<file path="config.mk">
export PLATFORM = sky130hd
export DESIGN_NAME = spart_rx
export DESIGN_NICKNAME = d
export VERILOG_FILES = /design/src/rtl/spart_rx.sv
export SDC_FILE = /design/constraint.sdc
export NUM_CORES = 1
export LEC_CHECK = 0
export BUFFER_PORTS_ARGS = -buffer_cell sky130_fd_sc_hd__buf_4
export CAP_MARGIN = 20
export CELL_PAD_IN_SITES_DETAIL_PLACEMENT = 0
export CELL_PAD_IN_SITES_GLOBAL_PLACEMENT = 1
export CORE_ASPECT_RATIO = 1.2
export CORE_MARGIN = 2
export CORE_UTILIZATION = 40
export DETAILED_ROUTE_END_ITERATION = 16
export PLACE_DENSITY_LB_ADDON = 0.25
export SYNTH_ARGS = -nofsm -noshare
export SYNTH_HDL_FRONTEND = slang
export SYNTH_SLANG_ARGS = --single-unit
</file>
<file path="constraint.sdc">
create_clock -name clk -period 1.8 [get_ports clk]
set_input_delay 0.18 -clock clk [delete_from_list [all_inputs] [get_ports clk]]
set_output_delay 0.18 -clock clk [all_outputs]
set_load 0.05 [all_outputs]
</file>
<file path="src/rtl/spart_rx.sv">
// spart_rx: UART receive deserializer for the SPART block.
// Line is sampled on the shared 16x oversample strobe (en). The frame is one
// start bit, DATA_BITS data bits (LSB first) and one stop bit. Each sample is
// taken mid-bit: half a bit period after the start edge is seen, plus whole
// bit periods after that.
module spart_rx #(
  parameter int DATA_BITS   = 8,
  parameter int OVERSAMPLE  = 16,
  parameter int SYNC_STAGES = 2
) (
  input  logic                 clk,
  input  logic                 rst,
  input  logic                 en,
  input  logic                 RxD,
  input  logic                 clr_rda,
  output logic [DATA_BITS-1:0] data,
  output logic                 rda,
  output logic                 framing_err,
  output logic                 overrun,
  output logic                 busy
);

  localparam int SW = $clog2(OVERSAMPLE);
  localparam int BW = (DATA_BITS > 1) ? $clog2(DATA_BITS) : 1;
  localparam logic [SW-1:0] HALF_M1  = SW'(OVERSAMPLE/2 - 1);
  localparam logic [SW-1:0] FULL_M1  = SW'(OVERSAMPLE - 1);
  localparam logic [BW-1:0] LAST_BIT = BW'(DATA_BITS - 1);

  typedef enum logic [2:0] {
    S_IDLE,
    S_START,
    S_DATA,
    S_STOP,
    S_BREAK
  } state_t;

  state_t                 state, state_n;
  logic [SYNC_STAGES-1:0] sync_q;
  logic                   rxd_s;
  logic [SW-1:0]          scnt, scnt_n;
  logic [BW-1:0]          bcnt, bcnt_n;
  logic [DATA_BITS-1:0]   shreg, shreg_n;
  logic                   done;

  // RxD metastability synchronizer; resets to the idle (high) line level
  always_ff @(posedge clk or posedge rst) begin
    if (rst) sync_q <= '1;
    else     sync_q <= {sync_q[SYNC_STAGES-2:0], RxD};
  end

  assign rxd_s = sync_q[SYNC_STAGES-1];

  // FSM, counters and shift register state
  always_ff @(posedge clk or posedge rst) begin
    if (rst) begin
      state <= S_IDLE;
      scnt  <= '0;
      bcnt  <= '0;
      shreg <= '0;
    end else begin
      state <= state_n;
      scnt  <= scnt_n;
      bcnt  <= bcnt_n;
      shreg <= shreg_n;
    end
  end

  // Next-state logic; nothing moves on cycles without an oversample strobe
  always_comb begin
    state_n = state;
    scnt_n  = scnt;
    bcnt_n  = bcnt;
    shreg_n = shreg;
    done    = 1'b0;
    if (en) begin
      case (state)
        S_IDLE: begin
          if (!rxd_s) begin
            scnt_n  = HALF_M1;
            state_n = S_START;
          end
        end
        S_START: begin
          if (scnt != '0) begin
            scnt_n = scnt - 1'b1;
          end else if (!rxd_s) begin
            scnt_n  = FULL_M1;
            bcnt_n  = '0;
            state_n = S_DATA;
          end else begin
            // start bit gone by mid-bit: treat as a glitch
            state_n = S_IDLE;
          end
        end
        S_DATA: begin
          if (scnt != '0) begin
            scnt_n = scnt - 1'b1;
          end else begin
            shreg_n = {rxd_s, shreg} >> 1;
            scnt_n  = FULL_M1;
            bcnt_n  = bcnt + 1'b1;
            if (bcnt == LAST_BIT) state_n = S_STOP;
          end
        end
        S_STOP: begin
          if (scnt != '0) begin
            scnt_n = scnt - 1'b1;
          end else begin
            done    = 1'b1;
            state_n = rxd_s ? S_IDLE : S_BREAK;
          end
        end
        S_BREAK: begin
          // hold off start detection until the line returns high
          if (rxd_s) state_n = S_IDLE;
        end
        default: state_n = S_IDLE;
      endcase
    end
  end

  // Output byte and status flags; frame completion takes priority over clr_rda
  always_ff @(posedge clk or posedge rst) begin
    if (rst) begin
      data        <= '0;
      rda         <= 1'b0;
      framing_err <= 1'b0;
      overrun     <= 1'b0;
    end else if (done) begin
      data        <= shreg;
      rda         <= 1'b1;
      framing_err <= ~rxd_s;
      overrun     <= rda & ~clr_rda;
    end else if (clr_rda) begin
      rda     <= 1'b0;
      overrun <= 1'b0;
    end
  end

  assign busy = (state != S_IDLE);

endmodule

</file>
==> results.py, run 1 <==
metrics = {
    "floorplanning": {
        "num_rows": 23,
        "ios": 17,
        "die_w_microns": 58.4,
        "die_area_sq_um": 4040,
        "start_util_pct": 42.1,
        "core_area_sq_um": 3370,
        "fp.dieH_microns": 69.2,
    },
    "clocking": {
        "clock_sinks": 31,
        "cts_buffer_depth": 2,
        "numCtsBuffers": 5,
        "cts_resized": 0,
        "htree_levels": 2,
        "root_buffer": "clkbuf_8",
        "cts_tree": "yes",
        "clk_latency_ns": 0.28,
        "clkTransAtPathRegs_ns": 0.06,
    },
    "critical_path": {
        "rr_endpoint": "scnt[2]",
        "worstPathArrival_ns": 1.81,
        "reg2reg_from": "scnt[0]",
        "r2r_setup_slack_ns": 0.16,
        "r2r_cells": 6,
        "cp_data_required_time_ns": 1.98,
        "endpoint": "scnt[2]",
        "cp_max_fo": 5,
        "cp-end-kind": "flip-flop",
        "critical_path.startpoint": "scnt[0]",
        "path_class": "reg2reg",
        "worstSetupStartpointType": "flip-flop",
    },
    "timing": {
        "tightestPinTransition_ns": 0.391,
        "post-route-period-util_pct": 90.9,
        "worst_slack_ns": 0.164,
        "finalHoldViolations": 0,
        "setup_viol": 0,
        "worst_clock_skew_ns": 0.00617,
        "rsz0062_at_grt": "no",
        "period_minus_slack_ns": 1.64,
        "slew_viol_final": 0,
        "relSlewSlack_pct": 74.0,
        "tns_ns": 0,
        "timing.fmax_mhz": 611,
    },
    "cells_and_area": {
        "drive_above_1_share_pct": 26.4,
        "fin_nets": 168,
        "seqCellArea_sq_um": 778,
        "area_growth_pct": 22.5,
        "utilization_pct": 51.6,
        "diodes": 0,
        "fillers": 316,
        "multi_input_area_sq_um": 587,
    },
    "min_path": {
        "hp-class": "in2reg",
    },
    "grt": {
        "grt_overflow": 0,
        "antenna_found_initial": 0,
        "grt_pass1_vias": 1007,
        "grt_max_degree": 32,
        "grt_pass1_wl_microns": 4510,
        "grt_usage_pct": 14.8,
    },
    "yosys": {
        "synth-simple-area-share_pct": 18.4,
        "synth_edf_count": 0,
        "yosys-mux-area-fraction_pct": 7.76,
        "ys_async_sr_fraction_pct": 100,
        "netlist_top_cells_count": "nand2_1 (33), dfrtp_1 (29), o21ai_0 (10)",
        "synth_compound_area_share_pct": 11.0,
        "synth_seq_area_share_pct": 54.9,
        "yosysTopAreaCellShare_pct": 51.1,
        "syn-instance-count": 133,
        "synth_top_family_by_area": "simple AND/OR/NAND/NOR gates",
        "syn-num-nets": 142,
        "postSynth.topFlopCell": "dfrtp_1",
        "syn_avg_cell_area_sq_um": 10.7,
        "synth_most_common_cell": "nand2_1",
        "syn_area_sq_um": 1420,
        "synthAdderAreaFrac_pct": 3.53,
        "synthTopCellsByArea": "dfrtp_1 (51%), nand2_1 (8.7%), mux2_2 (6.3%)",
        "synth_xor_area_share_pct": 0.617,
        "synth_seq_cells": 31,
        "synth_largest_area_cell": "dfrtp_1",
        "yosysWarnings": 0,
        "yosysUniqueCellTypes": 31,
    },
    "drt": {
        "dr_wl_met2_microns": 1210,
        "route.detailed.drc": 0,
        "num_vias": 1007,
        "dr_wl_met3_microns": 116,
        "wire_per_inst_microns": 13.2,
        "viasPerCell": 5.14,
        "drtPass1Iterations": 4,
        "top_layer": "met4",
        "drt-met1-wl_microns": 1210,
        "drt_iter0_markers": 26,
        "wirelength_microns": 2590,
        "ant_nets": 0,
    },
    "pwr": {
        "swShare_pct": 30.0,
        "powerDensity_nw_per_um2": 1120,
        "seqPwrFrac_pct": 44.4,
        "power_frac_clock_pct": 32.9,
        "power_leakage_nw": 0.895,
        "comb_power_share_pct": 22.7,
        "vdd_drop_max_mv": 0.625,
        "power_switching_mw": 0.584,
        "internal_power_mw": 1.36,
    },
    "placed_design": {
        "hpwl_microns": 1780,
        "port_buffers": 16,
        "dpl_worst_slack_ns": 0.190,
        "place_congestion": 0.727,
    },
    "status": {
        "status": "complete, no violations",
    },
    "job": {
        "cap_violations": 0,
    },
}
-- metrics by stage --
stage	instance area, sq um	power [mW]	instances	hold WS (ns)
final	1740	1.95	196	0.0446
after global routing	1740	2.07	196	0.0375
after CTS	1740	1.97	196	0.0393
after detailed placement	1620	1.31	187	0.245
after global placement	1620	1.30	187	0.241
after floorplan	1420	1.19	133	0.184
-- repair_timing --
item / in CTS / in global routing
hold buffers: 2 / 0
setup buffers: 0 / 0
endpoints found under the setup margin: 0 / 0
hold endpoints to repair: 30 / 0
-- critical path: stages (launching register included) --
cell,delay [ns]
dfrtp_1,0.41
inv_1,0.09
ha_1,0.17
or3b_1,0.39
nand3_1,0.18
nor2_1,0.06
o31ai_1,0.23
-- flip-flops by register name (all words and copies together) (netlist names) --
register,flops
rda,1
shreg,8
framing_err,1
state,3
data,8
scnt,4
overrun,1
bcnt,3
sync_q,2
-- layout make-up --
type                       instances  area share (%)
clock buffer                       6            4.18
clock inverter                     1            1.73
inverter                           7            1.51
multi-input combinational         90            33.8
sequential                        31            44.8
tap                               37            2.66
timing repair buffer              24            11.4
-- layer usage --
layer  up-vias  GRT usage, %
met2        16          22.0
met4         0          6.98
met5         -             0
met3         6          5.41
met1       477          18.8
li1        508             -
-- logic make-up (layout without fill, tap and decap cells) --
| family | Yosys count | after routing |
|---|---|---|
| xor gates and xnor gates | 1 | 1 |
| adders and majority gates | 4 | 4 |
| and+or+nand+nor | 51 | 51 |
| DFF | 31 | 31 |
| AOI/OAI and AO/OA | 24 | 24 |
| muxes | 10 | 10 |
| buffers and inverters | 12 | 38 |
-- worst min path at each step --
| stage | cells after the start | slack, ns | to | from |
|---|---|---|---|---|
| after floorplan | 0 | 0.18 | sync_q[0] | RxD |
| after global placement | 3 | 0.24 | data[7] | rst |
| after detailed placement | 3 | 0.24 | data[6] | rst |
| after CTS | 2 | 0.04 | overrun | clr_rda |
| after global routing | 2 | 0.04 | overrun | clr_rda |
| final | 2 | 0.04 | overrun | clr_rda |
-- placed cells by master, fill, tap and decap left out, types with 3 or more instances in the layout --
master / Yosys / routed
nand2_1: 33 / 33
dfrtp_1: 29 / 29
buf_4: 1 / 21
o21ai_0: 10 / 10
mux2_2: 8 / 8
inv_1: 7 / 7
nor2_1: 5 / 5
clkbuf_8: 0 / 5
a21oi_1: 4 / 4
ha_1: 4 / 4
and3_1: 3 / 3
nand3_1: 3 / 3
-- power groups by stage --
stage / clock (mW) / combinational [mW] / sequential (mW)
detailed placement: 0 / 0.440 / 0.871
finish: 0.641 / 0.442 / 0.863
global placement: 0 / 0.428 / 0.872
CTS: 0.663 / 0.446 / 0.862
floorplan: 0 / 0.332 / 0.858
global route: 0.695 / 0.496 / 0.878
Note: power is estimated with default switching activity, not from simulation.
==> run 2, diff against run 1 <==
==> constraint.sdc (replaced) <==
create_clock -name clk -period 1.8 [get_ports clk]
set_input_delay 0.36 -clock clk [delete_from_list [all_inputs] [get_ports clk]]
set_output_delay 0.36 -clock clk [all_outputs]
set_load 0.05 [all_outputs]
==> run 2 against run 1 <==
Register-to-register slack got worse by 0.04 ns. Via count rose by 3.5%. Routed wire length up 5.4%. First-iteration DRC count up 35%. Critical path depth shrank 1.
==> results.py, run 2 (synthesized netlist as in run 1, its figures left out) <==
metrics = {
    "drt": {
        "viasPerCell": 5.34,
        "wirelength_microns": 2730,
        "ant_nets": 0,
        "drtPass1Iterations": 4,
        "route.detailed.drc": 0,
        "wire_per_inst_microns": 14.0,
        "drt_iter0_markers": 35,
        "num_vias": 1042,
    },
    "floorplanning": {
        "start_util_pct": 42.1,
        "die_w_microns": 58.4,
        "fp.dieH_microns": 69.2,
        "ios": 17,
        "die_area_sq_um": 4040,
        "core_area_sq_um": 3370,
        "num_rows": 23,
    },
    "clocking": {
        "htree_levels": 2,
        "numCtsBuffers": 5,
        "clock_sinks": 31,
        "cts_resized": 0,
        "clk_latency_ns": 0.27,
        "clkTransAtPathRegs_ns": 0.07,
        "root_buffer": "clkbuf_8",
        "postCtsSetupRepairBufs": 0,
        "cts_tree": "yes",
        "cts_buffer_depth": 2,
        "cts_hold_buf": 0,
    },
    "cells_and_area": {
        "fin_nets": 166,
        "mostFrequentLayoutCells": "nand2_1 (33), dfrtp_1 (29), buf_4 (21)",
        "biggestRegsByFlops": "data (8), shreg (8), scnt (4)",
        "area_growth_pct": 22.7,
        "drive_above_1_share_pct": 29.1,
        "multi_input_area_sq_um": 594,
        "fin_cells": 195,
        "fillers": 318,
        "diodes": 0,
        "layout_commonest_cell": "nand2_1",
        "seqCellArea_sq_um": 778,
    },
    "critical_path": {
        "critPathTopFamily": "simple AND/OR/NAND/NOR gates",
        "worstSetupStartpointType": "flip-flop",
        "crit_slowest_cell": "dfrtp_1",
        "path_buf_inv": 1,
        "worstPathCellList": "inv_1 -> ha_1 -> nor3b_4 -> nand4b_4 -> mux2_2",
        "cp-end-kind": "flip-flop",
        "worstPathArrival_ns": 1.83,
        "path_class": "reg2reg",
        "cp_data_required_time_ns": 1.96,
        "cp_max_fo": 10,
        "cpPeakStageDelay_ns": 0.42,
    },
    "timing": {
        "worst_clock_skew_ns": 0.00506,
        "slew_viol_final": 0,
        "setup_viol": 0,
        "period_minus_slack_ns": 1.68,
        "post-route-period-util_pct": 93.2,
        "tns_ns": 0,
        "rsz0062_at_grt": "no",
        "tightestPinTransition_ns": 0.499,
        "relSlewSlack_pct": 66.7,
        "finalHoldViolations": 0,
        "timing.fmax_mhz": 596,
    },
    "grt": {
        "use_met3_pct": 4.48,
        "grt_max_degree": 21,
        "grt_usage_pct": 15.3,
        "met1_usage_pct": 19.0,
        "grt_pass1_vias": 1022,
        "grt_pass1_wl_microns": 4660,
        "busiest_layer": "met2",
        "grtUsageMet2_pct": 24.2,
        "antenna_found_initial": 0,
        "grt_overflow": 0,
    },
    "pwr": {
        "seqPwrFrac_pct": 42.9,
        "power_frac_clock_pct": 34.4,
        "power_switching_mw": 0.616,
        "vdd_drop_max_mv": 0.937,
        "swShare_pct": 30.4,
        "comb_power_share_pct": 22.7,
        "powerDensity_nw_per_um2": 1160,
        "power_leakage_nw": 0.901,
        "internal_power_mw": 1.41,
    },
    "placed_design": {
        "dp.cells": 187,
        "place_congestion": 0.710,
        "port_buffers": 16,
        "hpwl_microns": 1920,
    },
    "min_path": {
        "hp-class": "in2async",
    },
    "job": {
        "cap_violations": 0,
    },
    "status": {
        "status": "complete, no violations",
    },
}
## run 2: cell count changes in the layout (fill, tap and decap cells not counted), sizes merged
cell,before,now
clkinv,0,1
dlygate4sd3,2,0
## run 2: layer usage
metal  part of all wire [%]  vias up
met3                    3.6        2
met5                      0        -
li1                       -      501
met1                     43      516
met4                   0.88        0
met2                     53       23
## run 2: power by group through the flow
| stage | Clock, mW | Combinational, mW | Sequential [mW] |
|---|---|---|---|
| after floorplan | 0 | 0.332 | 0.858 |
| after global placement | 0 | 0.430 | 0.872 |
| after detailed placement | 0 | 0.450 | 0.874 |
| after CTS | 0.721 | 0.454 | 0.864 |
| after global routing | 0.743 | 0.519 | 0.881 |
| final | 0.697 | 0.460 | 0.868 |
## run 2: metrics by stage
stage | utilization, % | cell area [sq um] | worst slack, ns | power, mW | hold WS, ns
4_1_cts | 51.5 | 1730 | 0.127 | 2.04 | 0.121
3_3_place_gp | 48.0 | 1620 | 0.194 | 1.30 | 0.346
3_5_place_dp | 48.0 | 1620 | 0.142 | 1.32 | 0.354
6_report | 51.7 | 1740 | 0.122 | 2.03 | 0.108
5_1_grt | 51.7 | 1740 | 0.00626 | 2.14 | 0.147
2_1_floorplan | - | 1420 | 0.268 | 1.19 | 0.345
## run 2: final cells by class
cell class | instances | share of cell area, %
inverters | 7 | 1.51
multi-input cells | 90 | 34.1
clock inverters | 2 | 2.01
well taps | 37 | 2.66
clock buffers | 6 | 4.74
flip-flops and latches | 31 | 44.7
repair buffers | 22 | 10.2
## run 2: worst paths after layout
path                            slack [ns]       from   endpoint  cells past startpoint
worst max-delay path                  0.12    scnt[0]   shreg[4]                      5
worst min-delay path                  0.11        rst   state[2]                      2
worst max register to register        0.12    scnt[0]   shreg[4]                      5
worst min register to register        0.36  sync_q[0]  sync_q[1]                      0
max in group asynchronous             1.21        rst    data[1]                      3
min in group clk                      0.19        RxD  sync_q[0]                      1
